`src/rtl/hd_balance_sequencer_if.sv`:
```
`default_nettype none
// ============================================================================
// Module      : hd_balance_sequencer_if
// Description : Bundle of the hd_balance_sequencer input handshake, scheduling
//               enable and rail/status outputs.
//               master : producer/observer side (drives enable, in_valid,
//                        in_data; receives in_ready and all rail/status outputs)
//               slave  : the sequencer itself
// Parameters  : CNT_W - width of the emitted-byte counter
// Revision    : 1.0 - initial release
// ============================================================================
interface hd_balance_sequencer_if #(
    parameter int CNT_W = 16
);
    logic             enable;
    logic             in_valid;
    logic [7:0]       in_data;
    logic             in_ready;
    logic [7:0]       rail_a;
    logic [7:0]       rail_b;
    logic             rail_valid;
    logic             dummy;
    logic [3:0]       hd_sum;
    logic             balance_err;
    logic [CNT_W-1:0] byte_cnt;

    modport master (
        output enable,
        output in_valid,
        output in_data,
        input  in_ready,
        input  rail_a,
        input  rail_b,
        input  rail_valid,
        input  dummy,
        input  hd_sum,
        input  balance_err,
        input  byte_cnt
    );

    modport slave (
        input  enable,
        input  in_valid,
        input  in_data,
        output in_ready,
        output rail_a,
        output rail_b,
        output rail_valid,
        output dummy,
        output hd_sum,
        output balance_err,
        output byte_cnt
    );
endinterface
`default_nettype wire

```
`src/rtl/hd_balance_sequencer.sv`:
```
`default_nettype none
// ============================================================================
// Module      : hd_balance_sequencer
// Description : Front-end sequencer for the Hamming-distance balancing
//               datapath. Buffers plaintext bytes in a DEPTH-entry FIFO,
//               emits one byte per cycle on rail_a and toggles rail_b so that
//               the combined toggle count of both rails is 8 per update.
//               Optional LFSR dummy traffic (macro HD_BALANCE_DUMMY_EN) keeps
//               the rails moving while the FIFO is empty.
// Ports       : clk, rst            - clock, synchronous active-high reset
//               bus (slave modport) - enable, in_valid/in_data/in_ready,
//                                     rail_a, rail_b, rail_valid, dummy,
//                                     hd_sum, balance_err, byte_cnt
// Parameters  : DEPTH - FIFO entries (power of 2, >= 2)
//               CNT_W - width of the emitted-byte counter
// Macro       : HD_BALANCE_DUMMY_EN - enables DUMMY state and the LFSR
// Revision    : 1.0 - initial release
// ============================================================================
module hd_balance_sequencer #(
    parameter int DEPTH = 4,
    parameter int CNT_W = 16
) (
    input  logic                  clk,
    input  logic                  rst,
    hd_balance_sequencer_if.slave bus
);

    localparam int              c_aw    = $clog2(DEPTH);
    localparam logic [c_aw:0]   c_depth = (c_aw + 1)'(DEPTH);

    // State encoding; the state register records which kind of edge
    // happened last and directly decodes the rail_valid/dummy flags.
    localparam logic [1:0] c_st_off    = 2'd0;
    localparam logic [1:0] c_st_stream = 2'd2;
`ifdef HD_BALANCE_DUMMY_EN
    localparam logic [1:0] c_st_dummy  = 2'd3;
`else
    localparam logic [1:0] c_st_idle   = 2'd1;
`endif

    // ------------------------------------------------------------------
    // Registers
    // ------------------------------------------------------------------
    logic [1:0]       r_state;
    logic [7:0]       r_mem [DEPTH];
    logic [c_aw-1:0]  r_wr_ptr;
    logic [c_aw-1:0]  r_rd_ptr;
    logic [c_aw:0]    r_count;
    logic [7:0]       r_rail_a;
    logic [7:0]       r_rail_b;
    logic [3:0]       r_hd_sum;
    logic             r_balance_err;
    logic [CNT_W-1:0] r_byte_cnt;
`ifdef HD_BALANCE_DUMMY_EN
    logic [7:0]       r_lfsr;
    logic [7:0]       w_lfsr_nxt;
`endif

    // ------------------------------------------------------------------
    // Combinational next-state / datapath
    // ------------------------------------------------------------------
    logic [1:0]       w_state_nxt;
    logic             w_in_ready;
    logic             w_push;
    logic             w_pop;
    logic             w_update;
    logic [7:0]       w_new_a;
    logic [3:0]       w_hd_a;
    logic [7:0]       w_mask;
    logic [4:0]       w_sum;

    function automatic logic [3:0] f_popcount8(input logic [7:0] v);
        logic [3:0] n;
        n = 4'd0;
        for (int i = 0; i < 8; i++) begin
            n = n + {3'b000, v[i]};
        end
        return n;
    endfunction

`ifdef HD_BALANCE_DUMMY_EN
    // Fibonacci LFSR x^8+x^6+x^5+x^4+1, shifting left, feedback into bit 0.
    assign w_lfsr_nxt = {r_lfsr[6:0], r_lfsr[7] ^ r_lfsr[5] ^ r_lfsr[4] ^ r_lfsr[3]};
`endif

    always_comb begin
        w_state_nxt = c_st_off;
        w_in_ready  = (r_count < c_depth);
        w_push      = bus.in_valid & w_in_ready;

        // The decision for this edge uses the pre-edge count and enable,
        // so a byte sitting in the FIFO is popped at the very next edge.
        if (bus.enable) begin
            if (r_count != '0) begin
                w_state_nxt = c_st_stream;
            end else begin
`ifdef HD_BALANCE_DUMMY_EN
                w_state_nxt = c_st_dummy;
`else
                w_state_nxt = c_st_idle;
`endif
            end
        end

        w_pop    = (w_state_nxt == c_st_stream);
        w_update = w_pop;
        w_new_a  = r_mem[r_rd_ptr];
`ifdef HD_BALANCE_DUMMY_EN
        if (w_state_nxt == c_st_dummy) begin
            w_update = 1'b1;
            w_new_a  = w_lfsr_nxt;
        end
`endif

        // Balancing path: rail_b toggles exactly (8 - hd_a) low-order bits.
        // 0xFF >> hd_a equals ((1 << (8 - hd_a)) - 1) truncated to 8 bits
        // for every hd_a in 0..8.
        w_hd_a = f_popcount8(r_rail_a ^ w_new_a);
        w_mask = 8'hFF >> w_hd_a;
        w_sum  = {1'b0, w_hd_a} + {1'b0, f_popcount8(w_mask)};
    end

    // ------------------------------------------------------------------
    // Sequential state
    // ------------------------------------------------------------------
    always_ff @(posedge clk) begin
        if (w_push) begin
            r_mem[r_wr_ptr] <= bus.in_data;
        end
    end

    always_ff @(posedge clk) begin
        if (rst) begin
            r_state       <= c_st_off;
            r_wr_ptr      <= '0;
            r_rd_ptr      <= '0;
            r_count       <= '0;
            r_rail_a      <= 8'h00;
            r_rail_b      <= 8'h00;
            r_hd_sum      <= 4'd0;
            r_balance_err <= 1'b0;
            r_byte_cnt    <= '0;
        end else begin
            r_state <= w_state_nxt;

            if (w_push) begin
                r_wr_ptr <= r_wr_ptr + c_aw'(1);
            end
            if (w_pop) begin
                r_rd_ptr   <= r_rd_ptr + c_aw'(1);
                r_byte_cnt <= r_byte_cnt + CNT_W'(1);
            end

            case ({w_push, w_pop})
                2'b10:   r_count <= r_count + (c_aw + 1)'(1);
                2'b01:   r_count <= r_count - (c_aw + 1)'(1);
                default: r_count <= r_count;
            endcase

            if (w_update) begin
                r_rail_a <= w_new_a;
                r_rail_b <= r_rail_b ^ w_mask;
                r_hd_sum <= w_sum[3:0];
                if (w_sum != 5'd8) begin
                    r_balance_err <= 1'b1;
                end
            end else begin
                r_hd_sum <= 4'd0;
            end
        end
    end

`ifdef HD_BALANCE_DUMMY_EN
    always_ff @(posedge clk) begin
        if (rst) begin
            r_lfsr <= 8'hA5;
        end else if (w_state_nxt == c_st_dummy) begin
            r_lfsr <= w_lfsr_nxt;
        end
    end
`endif

    // ------------------------------------------------------------------
    // Outputs
    // ------------------------------------------------------------------
    assign bus.in_ready    = w_in_ready;
    assign bus.rail_a      = r_rail_a;
    assign bus.rail_b      = r_rail_b;
    assign bus.rail_valid  = (r_state == c_st_stream);
`ifdef HD_BALANCE_DUMMY_EN
    assign bus.dummy       = (r_state == c_st_dummy);
`else
    assign bus.dummy       = 1'b0;
`endif
    assign bus.hd_sum      = r_hd_sum;
    assign bus.balance_err = r_balance_err;
    assign bus.byte_cnt    = r_byte_cnt;

endmodule
`default_nettype wire

```
`src/flat_wrapper.sv`:
```
// flat-port wrapper written by rule: the top's interface ports become plain ports
module hd_balance_sequencer_flat 
#(
    parameter int DEPTH = 4,
    parameter int CNT_W = 16
)
  (clk, rst, bus_enable, bus_in_valid, bus_in_data, bus_in_ready, bus_rail_a, bus_rail_b, bus_rail_valid, bus_dummy, bus_hd_sum, bus_balance_err, bus_byte_cnt);
  hd_balance_sequencer_if #(.CNT_W(CNT_W)) bus_i ();
  input  logic clk;
  input  logic rst;
  input wire logic [$bits(bus_i.enable)-1:0] bus_enable;
  input wire logic [$bits(bus_i.in_valid)-1:0] bus_in_valid;
  input wire logic [$bits(bus_i.in_data)-1:0] bus_in_data;
  output wire logic [$bits(bus_i.in_ready)-1:0] bus_in_ready;
  output wire logic [$bits(bus_i.rail_a)-1:0] bus_rail_a;
  output wire logic [$bits(bus_i.rail_b)-1:0] bus_rail_b;
  output wire logic [$bits(bus_i.rail_valid)-1:0] bus_rail_valid;
  output wire logic [$bits(bus_i.dummy)-1:0] bus_dummy;
  output wire logic [$bits(bus_i.hd_sum)-1:0] bus_hd_sum;
  output wire logic [$bits(bus_i.balance_err)-1:0] bus_balance_err;
  output wire logic [$bits(bus_i.byte_cnt)-1:0] bus_byte_cnt;
  assign bus_i.enable = bus_enable;
  assign bus_i.in_valid = bus_in_valid;
  assign bus_i.in_data = bus_in_data;
  assign bus_in_ready = bus_i.in_ready;
  assign bus_rail_a = bus_i.rail_a;
  assign bus_rail_b = bus_i.rail_b;
  assign bus_rail_valid = bus_i.rail_valid;
  assign bus_dummy = bus_i.dummy;
  assign bus_hd_sum = bus_i.hd_sum;
  assign bus_balance_err = bus_i.balance_err;
  assign bus_byte_cnt = bus_i.byte_cnt;
  hd_balance_sequencer #(.DEPTH(DEPTH), .CNT_W(CNT_W)) u_core (.clk(clk), .rst(rst), .bus(bus_i));
endmodule
```
`config.mk`:
```
export PLATFORM = sky130hd
export DESIGN_NAME = hd_balance_sequencer_flat
export DESIGN_NICKNAME = d
export VERILOG_FILES = /design/src/rtl/hd_balance_sequencer_if.sv /design/src/rtl/hd_balance_sequencer.sv /design/src/flat_wrapper.sv
export SDC_FILE = /design/constraint.sdc
export NUM_CORES = 1
export LEC_CHECK = 0
export ABC_AREA = 1
export BUFFER_PORTS_ARGS = -buffer_cell sky130_fd_sc_hd__buf_2
export CAP_MARGIN = 15
export CORE_ASPECT_RATIO = 1.4
export CORE_UTILIZATION = 62
export DETAILED_ROUTE_END_ITERATION = 8
export PLACE_DENSITY = 0.94
export SLEW_MARGIN = 20
export SYNTH_ARGS = -nofsm -noshare
export SYNTH_HDL_FRONTEND = slang
export SYNTH_SLANG_ARGS = --single-unit
export TNS_END_PERCENT = 5
```
`constraint.sdc`:
```
create_clock -name clk -period 15.4 [get_ports clk]
set_input_delay 3.08 -clock clk [delete_from_list [all_inputs] [get_ports clk]]
set_output_delay 3.08 -clock clk [all_outputs]
set_load 0.01 [all_outputs]
```
==> flow_summary.json <==
{
  "synth_top_family_by_area": "simple AND/OR/NAND/NOR gates",
  "hold_path_class": "reg2reg",
  "grt_pass1_wl_um": 13400,
  "critPathRequiredTime_ns": 15.64,
  "die_h_um": 96.0,
  "ys_types": 26,
  "clock_skew_ns": 0.0151,
  "cts_num_sinks": 80,
  "cts_tree": "done",
  "grt_pass1_vias": 3123,
  "status": "completed",
  "clkLatencyLatePin_ns": 0.35,
  "dieArea_um2": 6640,
  "synthMuxAreaShare": 0,
  "grt.overflow.total": 0,
  "final_util": 0.734,
  "yosysWarnings": 0,
  "diodes": 0,
  "worst_pin_slew_ns": 0.770,
  "cts_resized": 0,
  "io_buffer_count": 50,
  "setup_violations": 0,
  "clock_path_buffers": 2,
  "fin_area_um2": 4390,
  "place_area_um2": 4180,
  "synth-compound-area-share": 0.0790,
  "synth_xor_area_frac": 0.0201,
  "synth-seq-cells": 80,
  "dr.pass1.iters": 6,
  "rsz0062_at_grt": "no",
  "crit_type": "reg2reg",
  "end_kind": "flop",
  "max_freq_mhz": 145,
  "layout.nets": 542,
  "synth_fa_ha_area_frac": 0.0908,
  "die_width_um": 69.1,
  "start_util": 0.654,
  "synthTopCellsByArea": "dfxtp_1 25%, edfxtp_1 25%, nand2_1 9.7%",
  "h-tree-depth": 3,
  "drt_iter0_drc": 257,
  "clockRootBuffer": "clkbuf_8",
  "wirelength_um": 7970,
  "period_share": 0.448,
  "grt_util_met3": 0.0513,
  "ios": 52,
  "use_met1": 0.275,
  "met2_usage": 0.481,
  "antenna_found_initial": 0,
  "ant_nets": 0,
  "avgRoutedWirePerCell_um": 13.7,
  "slew_headroom": 0.485,
  "path_clk_slew_ns": 0.09,
  "synthCells": 458,
  "syn2layout_area_growth_pct": 12.3,
  "hold_buffers": 0,
  "finalWeightedCongestion": 0.881,
  "grt_max_degree": 31,
  "coreArea_um2": 5990,
  "slew_viol_final": 0,
  "path_max_fanout": 17,
  "drc": 0,
  "yosysTopAreaCell": "dfxtp_1",
  "cts_setup_buffers": 0,
  "maxCapViolations": 0,
  "synth_area_um2": 3910,
  "finalWorstSetupSlack_ns": 8.50,
  "crit_arrival_ns": 7.14,
  "top_usage_layer": "met2",
  "syn_avg_cell_area_um2": 8.54,
  "vias": 3183,
  "layout-drive-gt1-share": 0.160,
  "grt_use_total": 0.259,
  "finalCriticalPeriod_ns": 6.90,
  "pre_cts_slack_ns": 8.54,
  "rows": 33,
  "hold_viol": 0,
  "timing.setup.tns_ns": 0,
  "yosysSeqAreaShare": 0.491,
  "syn_nets": 493,
  "start_kind": "flop",
  "post-dp-hpwl_um": 5610,
  "synthSimpleGateAreaFrac": 0.233,
  "synth_top_cell_area_share": 0.246,
  "vias_per_cell": 5.47,
  "cts_buffers": 9
}
synthesized netlist by cell type (all sizes together):
cell / number
a211oi: 2
o21ai: 26
clkbuf: 3
conb: 1
dfxtp: 48
nor2: 53
nand2: 109
fa: 9
buf: 11
ha: 14
inv: 65
a21oi: 32
nor3: 6
edfxtp: 32
xor2: 5
xnor2: 4
nand3: 30
nand4: 8
worst max-delay path, stage by stage (launching register included):
cell and delay [ns]:
dfxtp_1 0.63, inv_1 0.35, nand2_1 0.14, nand3_1 0.07, nand2_1 0.11, xnor2_1 0.13
ha_1 0.28, fa_1 0.53, inv_1 0.05, fa_1 0.50, fa_1 0.47, fa_1 0.62
nand2_1 0.12, inv_1 0.07, nand2_1 0.05, nor2_1 0.23, fa_1 0.49, fa_1 0.45
inv_1 0.08, fa_1 0.44, fa_1 0.55, nand2_1 0.07, nor2_1 0.07, o21ai_0 0.08
a21oi_1 0.12, o21ai_0 0.08
layout make-up:
class	instances	area (um2)
Fill cell	419	1590
Multi-Input combinational cell	299	1660
Sequential cell	80	1920
Tap cell	70	87.6
Clock inverter	6	90.1
Clock buffer	10	128
Timing Repair Buffer	52	265
Inverter	65	244
through the flow:
step / instances / hold slack (ns)
CTS: 582 / 0.453
finish: 582 / 0.460
global placement: 566 / 0.430
global route: 582 / 0.487
floorplan: 458 / 0.436
detailed placement: 566 / 0.439
placed cells by master, fill, tap and decap left out, drive strengths merged, types with 10 or more instances in the layout:
master and instances:
a21oi 32, buf 52, clkbuf 10, dfxtp 48, edfxtp 32, ha 14
inv 69, nand2 109, nand3 30, nor2 53, o21ai 26
cell families (layout without fill, tap and decap cells):
kind of cell	Yosys count	count (layout)
other	1	1
and+or+nand+nor	206	206
DFF	80	80
xor gates and xnor gates	9	9
AOI/OAI and AO/OA	60	60
adders and majority gates	23	23
buffers and inverters	79	133
metal layers:
metal	vias up	wire length, um
li1	1566	-
met5	-	0
met1	1459	3090
met4	0	214
met2	132	4280
met3	26	384
worst paths after layout:
kind | startpoint | endpoint | slack (ns) | depth (start not counted)
worst max register to register | flop | u_core.bus.balance_err$_SDFFE_PP0P_ | 8.50 | 25
worst max-delay path | flop | u_core.bus.balance_err$_SDFFE_PP0P_ | 8.50 | 25
worst min register to register | u_core.bus.rail_b[0]$_SDFFE_PP0P_ | u_core.bus.rail_b[0]$_SDFFE_PP0P_ | 0.46 | 1
worst min-delay path | u_core.bus.rail_b[0]$_SDFFE_PP0P_ | u_core.bus.rail_b[0]$_SDFFE_PP0P_ | 0.46 | 1
registers in the layout, indices dropped and copies added, names as in the netlist, named ones only:
name / cells
u_core.bus.byte_cnt: 16
u_core.bus.balance_err: 1
u_core.bus.rail_a: 8
u_core.r_wr_ptr: 2
u_core.r_state: 2
u_core.bus.hd_sum: 4
u_core.bus.rail_b: 8
u_core.r_mem: 32
u_core.r_count: 3
u_core.r_rd_ptr: 2
Power is left out: the tool's default activity adds up to more than one toggle a clock period on the data nets, which glitch-free logic cannot reach.
